## config.mk

```make
export PLATFORM = sky130hd
export DESIGN_NAME = instruction_cache
export DESIGN_NICKNAME = d
export VERILOG_FILES = /design/src/rtl/instruction_cache.sv
export SDC_FILE = /design/constraint.sdc
export NUM_CORES = 2
export LEC_CHECK = 0
export BUFFER_PORTS_ARGS = -buffer_cell sky130_fd_sc_hd__clkbuf_2
export CORE_ASPECT_RATIO = 0.7
export CORE_UTILIZATION = 40
export CTS_CLUSTER_DIAMETER = 120
export DETAILED_ROUTE_END_ITERATION = 7
export HOLD_SLACK_MARGIN = 0.08
export PLACE_DENSITY = 0.63
export SYNTH_ARGS = -nofsm -noshare
export SYNTH_HDL_FRONTEND = slang
export SYNTH_SLANG_ARGS = --single-unit
```

## constraint.sdc

```tcl
create_clock -name clk -period 4.05 [get_ports clk]
set_clock_uncertainty 0.1 [all_clocks]
set_input_delay 0.405 -clock clk [delete_from_list [all_inputs] [get_ports clk]]
set_output_delay 0.405 -clock clk [all_outputs]
set_load 0.05 [all_outputs]
```

## src/rtl/instruction_cache.sv

```systemverilog
// instruction_cache
// Direct-mapped, one-word-per-line instruction cache in front of the fetcher.
// A hit answers one cycle after the request. A miss refills one word through
// a level mc_req / pulse mc_done handshake and answers on the refill edge.
// clear abandons any outstanding fetch without touching the arrays.
// Optional feature macro: ICACHE_STAT_EN adds saturating hit/miss counters.
module instruction_cache #(
  parameter int INDEX_BITS = 6
) (
  input  logic        clk,
  input  logic        rst,
  input  logic        rdy,
  input  logic        clear,
  input  logic        ins_asked,
  input  logic [31:0] ins_addr,
  output logic        ic_rdy,
  output logic [31:0] ins,
  output logic        mc_req,
  output logic [31:0] mc_addr,
  input  logic        mc_done,
  input  logic [31:0] mc_data
`ifdef ICACHE_STAT_EN
  ,
  output logic [31:0] hit_cnt,
  output logic [31:0] miss_cnt
`endif
);

  localparam int LINES    = 1 << INDEX_BITS;
  localparam int TAG_BITS = 30 - INDEX_BITS;

  typedef enum logic [1:0] {
    IDLE,
    MISS,
    RESP
  } state_t;

  state_t state;

  logic [LINES-1:0]    valid_bits;
  logic [TAG_BITS-1:0] tag_mem  [LINES];
  logic [31:0]         data_mem [LINES];

  logic [INDEX_BITS-1:0] req_index;
  logic [TAG_BITS-1:0]   req_tag;
  logic [INDEX_BITS-1:0] fill_index;
  logic [TAG_BITS-1:0]   fill_tag;
  logic                  lookup_hit;
  logic                  fill_fire;
  logic                  unused_addr_bits;

  // Byte offset bits of the fetch address carry no information for a word cache
  assign unused_addr_bits = ^ins_addr[1:0];

  // Split the incoming request and the latched refill address into index and tag
  assign req_index  = ins_addr[INDEX_BITS+1:2];
  assign req_tag    = ins_addr[31:INDEX_BITS+2];
  assign fill_index = mc_addr[INDEX_BITS+1:2];
  assign fill_tag   = mc_addr[31:INDEX_BITS+2];

  assign lookup_hit = valid_bits[req_index] && (tag_mem[req_index] == req_tag);

  // A refill lands only when it is accepted by the FSM: not frozen, not reset, not cleared
  assign fill_fire = rst && rdy && !clear && (state == MISS) && mc_done;

  // Tag and data arrays carry no reset; the valid bits alone decide whether a line is usable
  always_ff @(posedge clk) begin
    if (fill_fire) begin
      tag_mem[fill_index]  <= fill_tag;
      data_mem[fill_index] <= mc_data;
    end
  end

  // Control FSM with registered outputs and the valid bit array
  always_ff @(posedge clk) begin
    if (!rst) begin
      state      <= IDLE;
      valid_bits <= '0;
      ic_rdy     <= 1'b0;
      ins        <= '0;
      mc_req     <= 1'b0;
      mc_addr    <= '0;
    end else if (rdy) begin
      ic_rdy <= 1'b0;
      if (clear) begin
        state  <= IDLE;
        mc_req <= 1'b0;
      end else begin
        case (state)
          IDLE: begin
            if (ins_asked) begin
              if (lookup_hit) begin
                ic_rdy <= 1'b1;
                ins    <= data_mem[req_index];
              end else begin
                mc_req  <= 1'b1;
                mc_addr <= {ins_addr[31:2], 2'b00};
                state   <= MISS;
              end
            end
          end
          MISS: begin
            if (mc_done) begin
              valid_bits[fill_index] <= 1'b1;
              ins    <= mc_data;
              ic_rdy <= 1'b1;
              mc_req <= 1'b0;
              state  <= RESP;
            end
          end
          RESP: begin
            state <= IDLE;
          end
          default: begin
            state <= IDLE;
          end
        endcase
      end
    end
  end

`ifdef ICACHE_STAT_EN
  logic hit_served;
  logic miss_started;

  assign hit_served   = rst && rdy && !clear && (state == IDLE) && ins_asked && lookup_hit;
  assign miss_started = rst && rdy && !clear && (state == IDLE) && ins_asked && !lookup_hit;

  // Saturating event counters; misses are counted when they start, even if later aborted
  always_ff @(posedge clk) begin
    if (!rst) begin
      hit_cnt  <= '0;
      miss_cnt <= '0;
    end else begin
      if (hit_served && (hit_cnt != 32'hFFFF_FFFF)) begin
        hit_cnt <= hit_cnt + 32'd1;
      end
      if (miss_started && (miss_cnt != 32'hFFFF_FFFF)) begin
        miss_cnt <= miss_cnt + 32'd1;
      end
    end
  end
`endif

endmodule

```

After elaboration in Yosys (flattened, before gate mapping)
Memory sizes are Yosys's and may differ from the RTL's.
Index checks and enable logic that the tools add are counted.
{"block": "totals", "register_bits": 130, "latch_bits": 0, "ram_bits": 3584, "romBits": 0, "in_bits": 70, "out_inout_bits": 66, "word_cells": 62, "memories": 2}
{"block": "op_classes", "addsub": 0, "n_mul": 0, "n_div": 0, "n_lt_le_gt_ge": 3, "n_eq_ne": 8, "n_shift": 0, "n_mux": 25, "n_bitwise": 3, "n_reduce_logical": 15}
{"memory": "data_mem", "depth": 64, "word_bits": 32, "rd": 1, "rd_ports_with_merged_regs": 0, "write_ports": 1, "line": "42", "rtl": "logic [31:0] data_mem [LINES];"}
{"memory": "tag_mem", "depth": 64, "word_bits": 24, "rd": 1, "rd_ports_with_merged_regs": 0, "write_ports": 1, "line": "41", "rtl": "logic [TAG_BITS-1:0] tag_mem [LINES];"}
{"operator": "32-bit two-way mux", "count": 3}
{"operator": "64-bit OR", "count": 1}
{"operator": "32-bit one-hot mux with 2 select lines", "count": 1}
{"operator": "24-bit == test", "count": 1}
{"operator": "6-bit by 7-bit < comparator with 1-bit output (second input constant)", "count": 2}
{"operator": "1-bit two-way mux", "count": 12}
{"operator": "5-bit AND reduction", "count": 2}
{"operator": "3-bit != test (second input constant)", "count": 3}
{"operator": "2-bit two-way mux", "count": 4}
{"operator": "4-bit AND reduction", "count": 2}
{"operator": "1-bit binary-select mux with 6-bit select", "count": 1}
{"operator": "1-bit demux with 6-bit select", "count": 1}
{"operator": "6-bit by 1-bit >= comparator with 1-bit output (second input constant)", "count": 1}
{"operator": "1-bit logical AND", "count": 6}
{"operator": "2-bit != test (second input constant)", "count": 3}
{"operator": "6-bit AND reduction", "count": 1}
{"operator": "1-bit one-hot mux with 2 select lines", "count": 2}
{"operator": "2-bit one-hot mux with 2 select lines", "count": 1}
{"operator": "3-bit nonzero test", "count": 1}
{"operator": "2-bit by 1-bit == test with 1-bit output (second input constant)", "count": 1}
{"operator": "2-bit zero test", "count": 1}
{"operator": "1-bit NOT", "count": 2}
{"operator": "2-bit nonzero test", "count": 1}
{"operator": "1-bit zero test", "count": 1}

Logic depth before layout (Yosys ltp)
{"block": "depth", "word_depth": 7, "ltp_mapped": 17, "ltp_nobuf": 10}

Least setup slack after synthesis
OpenSTA, ideal clock, no wires.
{"block": "synth_timing", "path_type": "register to register", "startpoint": "register mc_addr[3]", "endpoint": "memory data_mem[50][0], enable pin", "setup_time_ns": 0.472, "t_arrival_ns": 3.921, "t_required_ns": 3.478, "setup_slack_ns": -0.443, "stages_incl_launch_ff": 5, "path_buffers": 2, "synth_period_minus_slack_ns": 4.493, "path_cell_list": "dfxtp_1 -> clkbuf_1 -> or3b_2 -> clkbuf_1 -> nor2_1"}
{"element": "start, declared", "line": "19", "rtl": "output logic [31:0] mc_addr,"}
{"element": "start signal, assigned", "line": "97", "rtl": "mc_addr <= {ins_addr[31:2], 2'b00};"}
{"element": "end, declared", "line": "42"}
No word-level cell before the write port.

Worst setup path after layout
{"block": "layout_timing", "startpoint": "input port ins_addr[5]", "endpoint": "register mc_addr[9]"}
{"block": "layout_via", "elab_chain_cells": 5, "word_cells_on_any_way": 7, "classes_between": "eq/ne (1); mux (2); bitwise (1); reduce/logical (2); memory (1)"}
{"element": "start, declared", "line": "15", "rtl": "input logic [31:0] ins_addr,"}
{"element": "memory read 64 x 24 bit or 1-bit binary-select mux with 6-bit select (tied branches)"}
{"element": "24-bit == test or 1-bit two-way mux (tied branches)", "line": "61", "rtl": "assign lookup_hit = valid_bits[req_index] && (tag_mem[req_index] == req_tag);"}
{"element": "1-bit logical AND *", "line": "61"}
{"element": "1-bit NOT (no source line) *"}
{"element": "5-bit AND reduction (no source line) *"}
Mark *: on every way between the ends. The rest lies on a longest branch, timed or not. The select of a mux whose other input is x is not followed.
A chain may end at the register's enable or synchronous reset.

==> flow_metrics.py <==
metrics = {
    "worst_setup_path": {
        "crit_end": "mc_addr[9]$_SDFFE_PN0P_",
        "crit_fanout": 21,
        "cpPeakStageDelay_ns": 0.59,
        "crit_arrival_ns": 4.68,
        "rr_worst_depth": 13,
        "crit_path_start_kind": "primary input",
        "path_cells": "dlygate4sd3_1, buf_6, and2b_1, buf_4, a22oi_1, o211ai_1, a41oi_1, a21oi_1, buf_4, xnor2_1, buf_4, nor2_1, and3_1, a21boi_4, buf_12, mux2i_1",
        "startpoint": "ins_addr[5]",
        "crit_buf_inv": 6,
        "worstReg2RegStart": "tag_mem[55][7]$_DFFE_PP_",
        "r2r_slack_ns": 0.14,
        "critPathKind": "primary input to register",
        "worst_path_max_delay_cell": "a22oi_1",
        "required_ns": 4.76,
        "worst-path-stages": 16,
        "cpMostUsedCell": "buf_4",
        "crit_family": "buffers and inverters",
        "r2r_end": "ins[22]$_SDFFE_PN0P_",
        "end_kind": "register",
    },
    "floorplan": {
        "die_h_um": 501,
        "dieWidth_um": 715,
        "start_util_pct": 40.3,
        "ios": 136,
        "coreArea_um2": 353000,
        "dieArea_um2": 358000,
        "fp-row-count": 182,
    },
    "logic_synthesis": {
        "synth.distinct_cells": 71,
        "syn_area_um2": 142000,
        "synth_edf_count": 3584,
        "yosys.area.top_type": "edfxtp_1",
        "yosysWarnings": 0,
        "ys_seq_area_share_pct": 77.5,
        "synth_top_cell_area_share_pct": 75.7,
        "synthCells": 6229,
        "ys.flop_type": "edfxtp_1",
        "async_flop_share_pct": 0,
        "synth-seq-cells": 3714,
        "synthTopCellsByArea": "edfxtp_1 (76%), mux4_2 (16%), dfxtp_1 (1.8%)",
        "syn_avg_cell_area_um2": 22.8,
    },
    "clock_tree": {
        "numCtsBuffers": 331,
        "clock_sinks": 3714,
        "h-tree-depth": 5,
        "clk_pin_slew_ns": 0.06,
        "cts_tree": "built",
        "root_buffer": "clkbuf_16",
        "clock_latency_ns": 0.91,
        "cts.path.max_buffers": 4,
    },
    "place": {
        "dp_cells": 11266,
        "io_buffers": 131,
        "dpl_cell_area_um2": 154000,
        "gp_congestion": 0.856,
        "hpwl_mm": 237,
    },
    "sta": {
        "fmaxAchievable_ghz": 0.252,
        "final_max_slew_viol_count": 0,
        "tns_ns": 0,
        "worst_slew_pin_slew_ns": 1.24,
        "post-route-period-util_pct": 98.1,
        "hold_viol": 0,
        "maxSlewHeadroom_pct": 17.3,
        "timing.final.crit_period_ns": 3.97,
        "rsz0062_at_grt": "no",
        "setup-violations-final": 0,
    },
    "power": {
        "p_sw_uw": 16200,
        "p_int_uw": 61000,
        "leakage_uw": 0.0506,
        "pwr-share-clk_pct": 40.8,
        "power_frac_comb_pct": 4.7,
        "power_density_nw_per_um2": 469,
        "irDropWorstVdd_mv": 0.354,
        "pwr-share-seq_pct": 54.4,
        "power_switching_share_pct": 21.0,
    },
    "grt": {
        "grt_max_degree": 120,
        "grt_pass1_wl_mm": 585,
        "grt_pass1_vias": 71304,
        "grt_remaining_overflow": 0,
        "grt.total_usage_pct": 23.5,
        "antenna_found_initial": 24,
    },
    "status": {
        "outcome": "finished, final reports clean",
    },
    "drt": {
        "wirelength_mm": 428,
        "detail-route-antenna-nets": 0,
        "vias": 73516,
        "post-route-drc-count": 0,
        "first_iter_violations": 11988,
        "viasPerCell": 6.17,
        "dr.pass1.iters": 6,
        "wl_per_cell_um": 35.9,
    },
    "finish": {
        "stdcell_count": 11914,
        "area_growth_pct": 15.9,
        "final_util_pct": 46.7,
        "final_nets": 7023,
        "drive_above_1_share_pct": 31.6,
        "fin_area_um2": 165000,
    },
    "hold_path": {
        "hold_path_class": "primary input to register",
    },
    "run": {
        "max-cap-violations": 0,
    },
}
[worst reg2reg max path, stage by stage (launching register included)]
cell and delay [ns]:
edfxtp_1 0.39, mux4_2 0.51, mux2_2 0.34, a21oi_1 0.18, a21oi_1 0.08, nor4_2 0.77
xor2_1 0.22, nand4_1 0.16, nor4_4 0.28, buf_4 0.18, a21oi_4 0.08, buf_12 0.16
buf_12 0.19, mux2i_1 0.14
[cell families (layout without fill, tap and decap cells)]
kind of cell | Yosys count | after routing | synth area share [%]
and+or+nand+nor | 497 | 497 | 1.66
AOI/OAI and AO/OA | 382 | 382 | 1.91
DFF | 3714 | 3714 | 77.5
xor gates and xnor gates | 19 | 19 | 0.117
buffers and inverters | 354 | 1342 | 1.21
other | 1 | 6 | 0.00264
muxes | 1262 | 1262 | 17.6
[cell usage in the layout (no fill, tap or decap), types with 27 or more instances in the layout]
cell,count
a21o_1,65
a21oi_1,50
a22oi_1,91
buf_12,145
buf_4,419
bufinv_16,27
clkbuf_1,69
clkbuf_16,340
clkbuf_2,124
clkinv_1,62
clkinv_2,55
dfxtp_1,105
dlygate4sd3_1,44
edfxtp_1,3584
mux2i_1,254
mux4_2,985
nand2_1,194
nand2b_1,42
nand3_1,37
nor2_1,32
nor2_4,64
o211ai_1,40
[layer usage]
metal | part of all wire (%) | wire length, µm | up-vias | GRT usage, %
met2 | 43 | 185000 | 5087 | 34.1
met3 | 13 | 57400 | 716 | 6.12
li1 | - | - | 27933 | -
met5 | 0.018 | 76 | - | 0
met4 | 2.8 | 11900 | 12 | 5.90
met1 | 41 | 174000 | 39768 | 35.5
[layout make-up]
class | count | area, µm²
clock buffers | 425 | 8990
diodes | 4 | 10.0
flip-flops and latches | 3714 | 110000
inverters | 6 | 32.5
multi-input cells | 2162 | 30800
fillers | 28649 | 188000
well taps | 4692 | 5870
clock inverters | 173 | 1610
repair buffers | 738 | 7180
[Yosys cell counts (24+ instances only)]
cell      number
a21o_1        65
a21oi_1       50
a22oi_1       91
buf_2        136
clkbuf_1     153
dfxtp_1      130
edfxtp_1    3584
mux2i_1      254
mux4_2       985
nand2_1      194
nand2b_1      42
nand3_1       37
nor2_1        97
o211ai_1      40
o22ai_1       24
[registers in the layout (all words and copies together) (netlist names)]
register / count
data_mem: 2048
ins: 32
valid_bits: 64
tag_mem: 1536
state: 2
ic_rdy: 1
mc_req: 1
mc_addr: 30
[repair_timing]
| action | in CTS | in global routing |
|---|---|---|
| setup buffers | 2 | 0 |
| setup endpoints to repair | 33 | 34 |
| endpoints found under the hold margin | 190 | 0 |
| cloned | 0 | 0 |
| pin swaps | 1 | 0 |
| hold buffers | 44 | 0 |
| gates resized for setup | 3 | 3 |
[worst min path at each step]
stage	cells after the start	to	slack, ns	from
3_5_place_dp	1	valid_bits[46]$_SDFFE_PN0P_	0.33	valid_bits[46]$_SDFFE_PN0P_
6_report	1	data_mem[20][30]$_DFFE_PP_	0.16	mc_data[30]
2_1_floorplan	1	valid_bits[10]$_SDFFE_PN0P_	0.32	valid_bits[10]$_SDFFE_PN0P_
4_1_cts	1	data_mem[27][30]$_DFFE_PP_	0.09	mc_data[30]
5_1_grt	1	data_mem[27][30]$_DFFE_PP_	0.14	mc_data[30]
3_3_place_gp	1	valid_bits[54]$_SDFFE_PN0P_	0.33	valid_bits[54]$_SDFFE_PN0P_
[power groups by stage]
stage	Clock (µW)	Sequential, µW	Combinational, µW
floorplan	0	43000	1960
global placement	0	42900	3540
finish	31500	42100	3650
global route	33200	42000	3840
CTS	31900	42100	3640
detailed placement	0	42900	3590
[through the flow]
step | power (µW) | hold slack [ns] | worst slack, ns
final | 77300 | 0.156 | 0.0761
after global routing | 79100 | 0.142 | 0.0334
after CTS | 77600 | 0.0891 | 0.0641
after detailed placement | 46500 | 0.334 | -1.29
after global placement | 46400 | 0.328 | -1.23
after floorplan | 44900 | 0.321 | -0.443
No activity file was read; power rests on OpenSTA's default activity.
